**src/rtl/issue_scoreboard.sv**
```systemverilog
`default_nettype none
// ============================================================================
// Module      : issue_scoreboard
// Description : Issue controller between the instruction decoder and the
//               execute stage. Tracks pending register writes in a busy
//               bitmap and holds decoded instructions on RAW/WAW hazards,
//               when the outstanding-write limit is reached, or while a
//               drain is requested. Hazard-free instructions pass through
//               one register stage using a valid/stall handshake.
//
// Ports       : clk, rst (async, active-low)
//               Decoder side : valid_i, stall_o, opecode_i, rd_i, rs_i,
//                              immf_i, wr_en_i
//               Execute side : valid_o, stall_i, opecode_o, rd_o, rs_o,
//                              immf_o
//               Writeback    : wb_valid_i, wb_rd_i
//               Control      : drain_req_i, drain_done_o, outst_o, err_o
//
// Build option: SCOREBOARD_BYPASS_EN - when defined, a writeback in the
//               current cycle masks its register out of the hazard check so
//               a waiting instruction issues in the same cycle.
//
// Revision    : 1.0 - initial release
// ============================================================================
module issue_scoreboard #(
    parameter int LEN_REGNO   = 6,
    parameter int LEN_OPECODE = 7,
    parameter int MAX_OUTST   = 8,
    parameter int LEN_CNT     = 4
) (
    input  logic                   clk,
    input  logic                   rst,
    // decoder side
    input  logic                   valid_i,
    output logic                   stall_o,
    input  logic [LEN_OPECODE-1:0] opecode_i,
    input  logic [LEN_REGNO-1:0]   rd_i,
    input  logic [LEN_REGNO-1:0]   rs_i,
    input  logic                   immf_i,
    input  logic                   wr_en_i,
    // execute side
    output logic                   valid_o,
    input  logic                   stall_i,
    output logic [LEN_OPECODE-1:0] opecode_o,
    output logic [LEN_REGNO-1:0]   rd_o,
    output logic [LEN_REGNO-1:0]   rs_o,
    output logic                   immf_o,
    // writeback
    input  logic                   wb_valid_i,
    input  logic [LEN_REGNO-1:0]   wb_rd_i,
    // control / status
    input  logic                   drain_req_i,
    output logic                   drain_done_o,
    output logic [LEN_CNT-1:0]     outst_o,
    output logic                   err_o
);

    // ------------------------------------------------------------------
    // Constants
    // ------------------------------------------------------------------
    localparam int                 c_num_regs  = 2 ** LEN_REGNO;
    localparam logic [LEN_CNT-1:0] c_max_outst = LEN_CNT'(MAX_OUTST);
    localparam logic [LEN_CNT-1:0] c_cnt_one   = LEN_CNT'(1);
    localparam logic [LEN_CNT-1:0] c_cnt_zero  = '0;

    localparam logic [0:0] c_st_run   = 1'b0;
    localparam logic [0:0] c_st_drain = 1'b1;

    // ------------------------------------------------------------------
    // Signals
    // ------------------------------------------------------------------
    logic [0:0]              r_state;
    logic [0:0]              w_state_nxt;
    logic                    w_in_run;
    logic                    w_drain_done;

    logic [c_num_regs-1:0]   r_busy;
    logic [c_num_regs-1:0]   w_busy_nxt;
    logic [c_num_regs-1:0]   w_wb_mask;
    logic [c_num_regs-1:0]   w_busy_chk;

    logic [LEN_CNT-1:0]      r_outst;
    logic [LEN_CNT-1:0]      w_outst_nxt;
    logic                    r_err;

    logic                    r_valid;
    logic [LEN_OPECODE-1:0]  r_opecode;
    logic [LEN_REGNO-1:0]    r_rd;
    logic [LEN_REGNO-1:0]    r_rs;
    logic                    r_immf;

    logic                    w_hold;
    logic                    w_hazard;
    logic                    w_issue;
    logic                    w_set;
    logic                    w_wb_ok;
    logic                    w_wb_bad;
    logic                    w_at_limit;

    // ------------------------------------------------------------------
    // Busy view used by the hazard check. With bypass, a register being
    // written back this cycle already counts as free.
    // ------------------------------------------------------------------
`ifdef SCOREBOARD_BYPASS_EN
    localparam logic [c_num_regs-1:0] c_onehot_base = c_num_regs'(1);
    assign w_wb_mask = wb_valid_i ? (c_onehot_base << wb_rd_i) : '0;
`else
    assign w_wb_mask = '0;
`endif

    assign w_busy_chk = r_busy & ~w_wb_mask;

    // ------------------------------------------------------------------
    // Hazard / handshake
    // ------------------------------------------------------------------
    assign w_hold     = r_valid & stall_i;
    assign w_at_limit = (r_outst == c_max_outst);

    // rd_i is read as a source as well, so a busy rd always stalls,
    // whether or not the instruction writes it.
    assign w_hazard = valid_i & ( w_busy_chk[rd_i]
                                | (~immf_i & w_busy_chk[rs_i])
                                | (wr_en_i & w_at_limit)
                                | ~w_in_run );

    assign w_issue = valid_i & ~w_hazard & ~w_hold;
    assign stall_o = w_hold | w_hazard;

    // ------------------------------------------------------------------
    // Scoreboard bookkeeping
    // ------------------------------------------------------------------
    assign w_set    = w_issue & wr_en_i;
    // Writebacks are judged against the registered bitmap: a writeback to
    // a register that is only being set this cycle is a stray, and the set
    // is a fresh write that must stay pending.
    assign w_wb_ok  = wb_valid_i &  r_busy[wb_rd_i];
    assign w_wb_bad = wb_valid_i & ~r_busy[wb_rd_i];

    always_comb begin
        w_busy_nxt = r_busy;
        if (w_wb_ok) begin
            w_busy_nxt[wb_rd_i] = 1'b0;
        end
        // set after clear: a same-cycle set/clear of one register keeps it busy
        if (w_set) begin
            w_busy_nxt[rd_i] = 1'b1;
        end
    end

    always_comb begin
        w_outst_nxt = r_outst;
        case ({w_set, w_wb_ok})
            2'b10:   w_outst_nxt = r_outst + c_cnt_one;
            2'b01:   w_outst_nxt = r_outst - c_cnt_one;
            default: w_outst_nxt = r_outst;
        endcase
    end

    always_ff @(posedge clk or negedge rst) begin
        if (!rst) begin
            r_busy  <= '0;
            r_outst <= c_cnt_zero;
            r_err   <= 1'b0;
        end else begin
            r_busy  <= w_busy_nxt;
            r_outst <= w_outst_nxt;
            r_err   <= r_err | w_wb_bad;
        end
    end

    // ------------------------------------------------------------------
    // Output pipeline register. Loads every cycle the execute stage is
    // not holding it; a hazard therefore produces a bubble.
    // ------------------------------------------------------------------
    always_ff @(posedge clk or negedge rst) begin
        if (!rst) begin
            r_valid   <= 1'b0;
            r_opecode <= '0;
            r_rd      <= '0;
            r_rs      <= '0;
            r_immf    <= 1'b0;
        end else if (!w_hold) begin
            r_valid   <= w_issue;
            r_opecode <= opecode_i;
            r_rd      <= rd_i;
            r_rs      <= rs_i;
            r_immf    <= immf_i;
        end
    end

    // ------------------------------------------------------------------
    // Drain FSM: state register
    // ------------------------------------------------------------------
    always_ff @(posedge clk or negedge rst) begin
        if (!rst) begin
            r_state <= c_st_run;
        end else begin
            r_state <= w_state_nxt;
        end
    end

    // Drain FSM: next-state logic
    always_comb begin
        w_state_nxt = r_state;
        case (r_state)
            c_st_run: begin
                if (drain_req_i) begin
                    w_state_nxt = c_st_drain;
                end
            end
            c_st_drain: begin
                // Leaving is allowed at any point, drained or not.
                if (!drain_req_i) begin
                    w_state_nxt = c_st_run;
                end
            end
            default: w_state_nxt = c_st_run;
        endcase
    end

    // Drain FSM: outputs
    always_comb begin
        w_in_run     = 1'b0;
        w_drain_done = 1'b0;
        case (r_state)
            c_st_run: begin
                w_in_run = 1'b1;
            end
            c_st_drain: begin
                w_drain_done = (r_outst == c_cnt_zero) & ~r_valid;
            end
            default: begin
                w_in_run = 1'b1;
            end
        endcase
    end

    // ------------------------------------------------------------------
    // Output assignments
    // ------------------------------------------------------------------
    assign valid_o      = r_valid;
    assign opecode_o    = r_opecode;
    assign rd_o         = r_rd;
    assign rs_o         = r_rs;
    assign immf_o       = r_immf;
    assign outst_o      = r_outst;
    assign err_o        = r_err;
    assign drain_done_o = w_drain_done;

endmodule
`default_nettype wire
```
**config.mk**
```make
export PLATFORM = sky130hd
export DESIGN_NAME = issue_scoreboard
export DESIGN_NICKNAME = d
export VERILOG_FILES = /design/src/rtl/issue_scoreboard.sv
export SDC_FILE = /design/constraint.sdc
export NUM_CORES = 1
export LEC_CHECK = 0
export BUFFER_PORTS_ARGS = -buffer_cell sky130_fd_sc_hd__buf_2
export CAP_MARGIN = 25
export CORE_MARGIN = 4
export CORE_UTILIZATION = 40
export DETAILED_ROUTE_END_ITERATION = 10
export PLACE_DENSITY = 0.7
export SLEW_MARGIN = 20
export SYNTH_ARGS = -nofsm -noshare
export SYNTH_HDL_FRONTEND = slang
export SYNTH_SLANG_ARGS = --single-unit
```
**constraint.sdc**
```tcl
create_clock -name clk -period 10.35 [get_ports clk]
set_input_delay 2.07 -clock clk [delete_from_list [all_inputs] [get_ports clk]]
set_output_delay 2.07 -clock clk [all_outputs]
set_load 0.02 [all_outputs]
```
-- Yosys cells after proc, flatten, opt, wreduce, memory -nomap -nowiden
Cells that the tools add are included.
- add/sub/neg operators: 2
- magnitude comparators: 5
- eq/ne operators: 3
- mux-type cells: 15
- bitwise logic cells: 23
- reductions and logical operators: 4
- operators with widths (operator ; number):
    64-bit 2-to-1 mux ; 2
    64-bit AND ; 1
    64-bit inverter ; 1
    64-bit OR ; 1
    6-bit by 7-bit less-than comparator with 1-bit output, second input constant ; 3
    1-bit binary-select mux with 6-bit select ; 3
    1-bit demux with 6-bit select ; 2
    6-bit by 1-bit >= comparator with 1-bit output, second input constant ; 2
    1-bit AND ; 10
    4-bit case mux with 2 select lines ; 1
    1-bit 2-to-1 mux ; 7
    1-bit inverter ; 5
    1-bit OR ; 5
    4-bit by 1-bit adder with 4-bit output, second input constant ; 1
    4-bit == test, second input constant ; 1
    4-bit zero test ; 1
    4-bit by 1-bit subtractor with 4-bit output, second input constant ; 1
    2-bit by 1-bit == test with 1-bit output, second input constant ; 1
    2-bit == test, second input constant ; 1
    1-bit logical AND ; 2
    2-bit nonzero test ; 1
- register bits: 91
- input bits: 33

-- Longest topological paths before layout
Gate-level depths: netlist (run 1).
- depth in word-level cells: 13
- mapped depth: 16

-- Least setup slack after synthesis (run 1)
Ideal clock, no wire load.
- kind: input port to output port
- start: input rd_i[1]
- end: output stall_o
- data arrival time: 3953 ps
- required time: 8280 ps
- slack: 4327 ps
- cell stages on the path: 7
- cells stage by stage: buf_6 > mux4_1 > mux2_2 > a211o_1 > a221oi_4 > nand4_4 > a21o_1
- longest elaborated chain between the ends: 7
- RTL lines (what ; line ; text):
    from (decl) ; 37 ; input logic [LEN_REGNO-1:0] rd_i,
    1-bit binary-select mux with 6-bit select ; 121 ; assign w_hazard = valid_i & ( w_busy_chk[rd_i]
    1-bit 2-to-1 mux (not written as such) ; 121 ;
    1-bit OR ; 122 ; | (~immf_i & w_busy_chk[rs_i])
    1-bit OR ; 123 ; | (wr_en_i & w_at_limit)
    1-bit OR ; 124 ; | ~w_in_run );
    1-bit AND ; 121 ;
    1-bit OR ; 127 ; assign stall_o = w_hold | w_hazard;
    to (decl) ; 35 ; output logic stall_o,
No other way between the ends. The select of a mux whose other input is x is not followed.

-- Worst setup path in the final report (run 1)
- start: input rs_i[1]
- end: output stall_o
- longest elaborated chain between the ends: 8
- RTL lines (what ; line ; text):
    from (decl) ; 38 ; input logic [LEN_REGNO-1:0] rs_i,
    1-bit binary-select mux with 6-bit select ; 122 ;
    1-bit 2-to-1 mux (not written as such) ; 122 ;
    1-bit AND ; 122 ;
    1-bit OR ; 122 ;
    1-bit OR ; 123 ;
    1-bit OR ; 124 ;
    1-bit AND ; 121 ;
    1-bit OR ; 127 ;
No other way between the ends. The select of a mux whose other input is x is not followed.

==> results.yml, run 1 <==
place:
  gp_congestion: 0.967
  place_area_sq_um: 6170
  placed_cells: 788
  preCtsSetupSlack_ns: 3.30
  numPortBuffers: 60
  place_hpwl_mm: 12.7
clock_tree:
  h-tree-depth: 3
  cts_root_buffer: "clkbuf_16"
  clockBufferDepth: 2
  hold_buffers: 0
  ctsResizeCount: 0
  cts_buffers: 9
  postCtsSetupRepairBufs: 0
  cts_sinks: 91
  clkTransAtPathRegs_ns: 0.07
  cts_tree: "yes"
  insertion_delay_ns: 0.35
final_layout:
  drive_gt1_share_pct: 24.2
  layoutNonFillerInstCount: 807
  area_delta_synth_final_pct: 11.4
  layout_common_cells: "o21ai_0, dfrtp_1, nand2_1"
  postLayoutCoreUtil_pct: 46.2
  n_antenna_cell: 0
  final_common_cell: "o21ai_0"
  finalInstanceArea_sq_um: 6510
  nNetsFinal: 660
setup_path:
  slowest_delay_ns: 0.79
  cp_common_cell: "buf_2"
  reg2reg_depth: 13
  r2r_slack_ns: 6.21
  slowest_stage: "nand3_2"
  worst_setup_path_start_kind: "input port"
  critPathKind: "input port to output pin"
  critPathMaxFanout: 42
  cp.required_ns: 8.28
  rr_endpoint: "outst_o[3]"
  cp-end-kind: "output pin"
  crit_path_cell_trace: "buf_2 > mux4_2 > mux2i_1 > a311oi_1 > nand3_2 > nand4_4 > a21o_1 > buf_2"
  worstPathArrival_ns: 4.99
  crit-reg2reg-launch: "r_busy[13]"
timing:
  whs_ns: 0.460
  skew_ns: 0.00476
  finalCritPeriodShare_pct: 68.2
  tightest_slew_ns: 1.11
  timing.slew.headroom_pct: 25.6
  slew_violations: 0
  fin_setup_tns_ns: 0
  fmax_mhz: 142
  fin_crit_ns: 7.06
  setup_violations: 0
  setup_ws_ns: 3.29
  hold_violations: 0
  rsz0062_at_grt: "false"
worst_hold_path:
  hold_depth: 2
  hp-start: "rs_o[4]"
  hp-class: "register to register"
  min_to: "rs_o[4]"
detailed_routing:
  drtAntennaViolNets: 0
  routedWlPerCell_microns: 23.9
  drc_errors: 0
  wl_mm: 19.3
  drt_iter0_drc: 701
  dr.pass1.iters: 5
  num_vias: 5400
  vias_per_cell: 6.69
floorplan:
  die-area_sq_um: 16600
  die_w_microns: 129
  dieHeight_microns: 129
  ioPinCount: 61
  initial_core_util_pct: 41.4
  coreArea_sq_um: 14100
  rows: 43
flow_run:
  max_cap_violations: 0
grt:
  grt_max_degree: 51
  antenna_found_initial: 0
  grt_first_pass_wirelength_mm: 29.9
  overflow: 0
  grt_usage_pct: 23.6
  grt_pass1_vias: 5150
yosys:
  netlist_area_sq_um: 5840
  yosysSeqAreaShare_pct: 39.0
  yosys.area.top_type_share_pct: 39.0
  async_reset_ff_share_pct: 100
  yosys.area.top_type: "dfrtp_1"
  ys_seq_elements: 91
  ys_warn_count: 0
  synth.net_count: 631
  synthTopCellsByArea: "dfrtp_1, mux4_2, o21ai_0, nand2_1, nand4_1"
  synth-main-ff-cell: "dfrtp_1"
  ys_types: 53
  synth_edf_count: 0
  synth.avg_cell_area_sq_um: 9.83
  syn_inst: 594
power_and_ir_drop:
  leakagePower_nw: 2.69
  ir_worst_vdd_mv: 0.0890
  finalPower_mw: 1.02
  p_per_area_nw_per_um2: 156
status:
  status: "completed"
[power by group]
| group | switching (mW) | total [mW] | internal [mW] |
|---|---|---|---|
| clock | 0.146 | 0.357 | 0.211 |
| combinational | 0.143 | 0.231 | 0.0876 |
| sequential | 0.0374 | 0.429 | 0.392 |
[critical path: cells and delay by family]
kind            cells  cell delay (ns)
compound gates      2             0.50
mux                 2             0.38
simple gates        2             1.47
buf+inv             2             0.56
[per-layer routing]
layer,vias to the layer above,global-route usage [%],share of wire [%]
met1,2662,32.4,40
li1,2292,-,-
met4,0,10.4,3.5
met3,52,6.89,12
met2,394,34.8,44
met5,-,0,0
[cells by family after synthesis]
group | count (synthesis) | synth area share [%]
and+or+nand+nor | 210 | 18.1
AOI/OAI and AO/OA | 161 | 15.7
DFF | 91 | 39.0
muxes | 67 | 21.0
buffers and inverters | 57 | 4.56
xor gates and xnor gates | 4 | 0.600
adders and majority gates | 4 | 0.986
[area by class of cell]
type | instances | area [sq um]
multi-input combinational | 446 | 3310
clock inverter | 6 | 90.1
timing repair buffer | 66 | 343
tap | 180 | 225
inverter | 9 | 33.8
fill | 1327 | 7590
sequential | 91 | 2280
clock buffer | 9 | 225
[state kept, by name, summed over array words and instances, names as in the netlist]
name / cells
err_o: 1
immf_o: 1
opecode_o: 7
outst_o: 4
r_busy: 64
r_state: 1
rd_o: 6
rs_o: 6
valid_o: 1
[synth_stat cells, types with 2 or more instances]
cell type	n
and3_1	4
nor2b_1	4
a31oi_1	2
nand2_1	90
nor4_1	3
xor2_1	2
mux4_2	42
ha_1	3
xnor2_1	2
or4_1	2
dfrtp_1	91
buf_6	4
o22ai_1	2
nor3_1	7
nor3b_1	6
a21o_1	3
nor2_1	16
buf_2	12
buf_1	4
a21oi_1	3
or3_1	5
nand4_1	42
nand4b_1	2
inv_1	9
o21ai_1	17
nand3_1	17
o21ai_0	111
nand3b_1	2
mux2i_1	13
a22oi_1	2
buf_4	2
o21ai_2	10
clkbuf_1	26
nand2b_1	5
mux2_2	11
[worst max-delay path by stage]
stage | startpoint | end | slack, ns
5_1_grt | rs_i[1] | stall_o | 3.03
6_report | rs_i[1] | stall_o | 3.29
3_5_place_dp | rs_i[1] | stall_o | 3.30
3_3_place_gp | rs_i[1] | stall_o | 3.40
4_1_cts | rs_i[1] | stall_o | 3.33
2_1_floorplan | rd_i[1] | stall_o | 4.33
Note: power is estimated with default switching activity, not from simulation.
==> run 2: changes to the inputs <==
PLACE_DENSITY = 0.72   (was 0.7)
clock period = 6.48 ns   (was 10.35 ns; I/O delays follow)
==> run 2 against run 1 <==
Net effect: combinational power grew 60%; clock skew up 0.0050 ns; hold slack improved by 0.0018 ns; flip-flop and latch count unchanged; critical path depth stayed put; non-clock buffer count is 1 higher; critical path type unchanged; first-iteration DRC count is 25% lower; core utilization fell by 0.38 points; sequential power grew 59%.
==> results.yml, run 2 (synthesized netlist as in run 1, its figures left out) <==
detailed_routing:
  num_vias: 5378
  drtAntennaViolNets: 0
  dr.pass1.iters: 7
  drc_errors: 0
  vias_per_cell: 6.66
  routedWlPerCell_microns: 23.5
  drt_iter0_drc: 528
  wl_mm: 19.0
clock_tree:
  cts_buffers: 9
  cts_root_buffer: "clkbuf_16"
  insertion_delay_ns: 0.35
  cts_tree: "yes"
  clockBufferDepth: 2
  ctsResizeCount: 0
  clkTransAtPathRegs_ns: 0.07
  postCtsSetupRepairBufs: 0
  h-tree-depth: 3
  cts_sinks: 91
  hold_buffers: 0
setup_path:
  slowest_stage: "mux4_1"
  worstPathArrival_ns: 4.06
  critPathMaxFanout: 23
  worst_setup_path_start_kind: "input port"
  path_buf_inv: 2
  cp.required_ns: 5.18
  slowest_delay_ns: 0.63
  critPathKind: "input port to output pin"
  cp_common_cell: "buf_2"
  crit_path_cell_trace: "buf_2 > mux4_1 > mux2_2 > a211o_1 > a221oi_4 > nand4_4 > a21o_1 > buf_2"
  cp-end-kind: "output pin"
  path_delay_family: "multiplexers"
grt:
  overflow: 0
  grt_pass1_vias: 5374
  grt_max_degree: 55
  grt_usage_pct: 23.5
  antenna_found_initial: 0
  grt_first_pass_wirelength_mm: 30.0
final_layout:
  n_antenna_cell: 0
  nNetsFinal: 661
  layout_common_cells: "o21ai_0, dfrtp_1, nand2_1"
  largest_reg_flops: 64
  finalInstanceArea_sq_um: 6450
  drive_gt1_share_pct: 23.9
  top_register: "r_busy"
  final_common_cell: "o21ai_0"
  area_delta_synth_final_pct: 10.5
floorplan:
  initial_core_util_pct: 41.4
  dieHeight_microns: 129
  rows: 43
  die-area_sq_um: 16600
  coreArea_sq_um: 14100
  ioPinCount: 61
  die_w_microns: 129
timing:
  slew_violations: 0
  fin_setup_tns_ns: 0
  rsz0062_at_grt: "false"
  finalCritPeriodShare_pct: 82.6
  skew_ns: 0.00975
  hold_violations: 0
  setup_violations: 0
  fmax_mhz: 187
  tightest_slew_ns: 1.16
  fin_crit_ns: 5.35
  timing.slew.headroom_pct: 22.1
place:
  place_hpwl_mm: 12.3
  place_area_sq_um: 6180
  numPortBuffers: 60
  gp_congestion: 0.971
status:
  status: "completed"
worst_hold_path:
  hp-class: "register to register"
flow_run:
  max_cap_violations: 0
power_and_ir_drop:
  leakagePower_nw: 2.67
  p_per_area_nw_per_um2: 238
  ir_worst_vdd_mv: 0.193
  finalPower_mw: 1.54
-- run 2: per-stage QoR --
step | hold WS [ns] | std cells | util, % | setup slack (ns)
floorplan | 0.502 | 594 | - | 1.99
global placement | 0.444 | 791 | 43.8 | 1.18
detailed placement | 0.453 | 791 | 43.8 | 1.08
CTS | 0.468 | 806 | 45.7 | 1.13
global route | 0.489 | 808 | 45.8 | 0.996
finish | 0.462 | 808 | 45.8 | 1.13
-- run 2: final cells by class --
class | count | area (sq um)
clock inverter | 6 | 43.8
fill | 1285 | 7640
tap | 180 | 225
clock buffer | 9 | 225
timing repair buffer | 67 | 350
inverter | 9 | 33.8
sequential | 91 | 2280
multi-input combinational | 446 | 3300
-- run 2: worst paths after layout --
| check | slack (ns) | end | cells after the start | startpoint |
|---|---|---|---|---|
| setup / recovery | 1.13 | stall_o | 8 | rd_i[1] |
| hold / removal | 0.46 | opecode_o[4] | 2 | opecode_o[4] |
| setup reg to reg | 2.57 | outst_o[3] | 13 | r_busy[19] |
| hold reg to reg | 0.46 | opecode_o[4] | 2 | opecode_o[4] |
| max in group asynchronous | 4.49 | r_busy[19] | 2 | rst |
| min in group asynchronous | 0.91 | r_busy[7] | 1 | rst |
-- run 2: tightest hold or removal path: stages, from the launching register on --
cell	delay, ns
dfrtp_1	0.34
nand2_1	0.05
nand2_1	0.05
-- run 2: where the power goes --
group / switching (mW) / internal (mW)
sequential: 0.0562 / 0.626
combinational: 0.229 / 0.139
clock: 0.230 / 0.258
total: 0.516 / 1.02
-- run 2: per-layer routing --
layer,global-route usage (%),share of wire (%),vias up
li1,-,-,2296
met5,0,0,-
met3,7.35,12,60
met4,10.4,3.9,0
met1,31.6,39,2651
met2,35.0,45,371
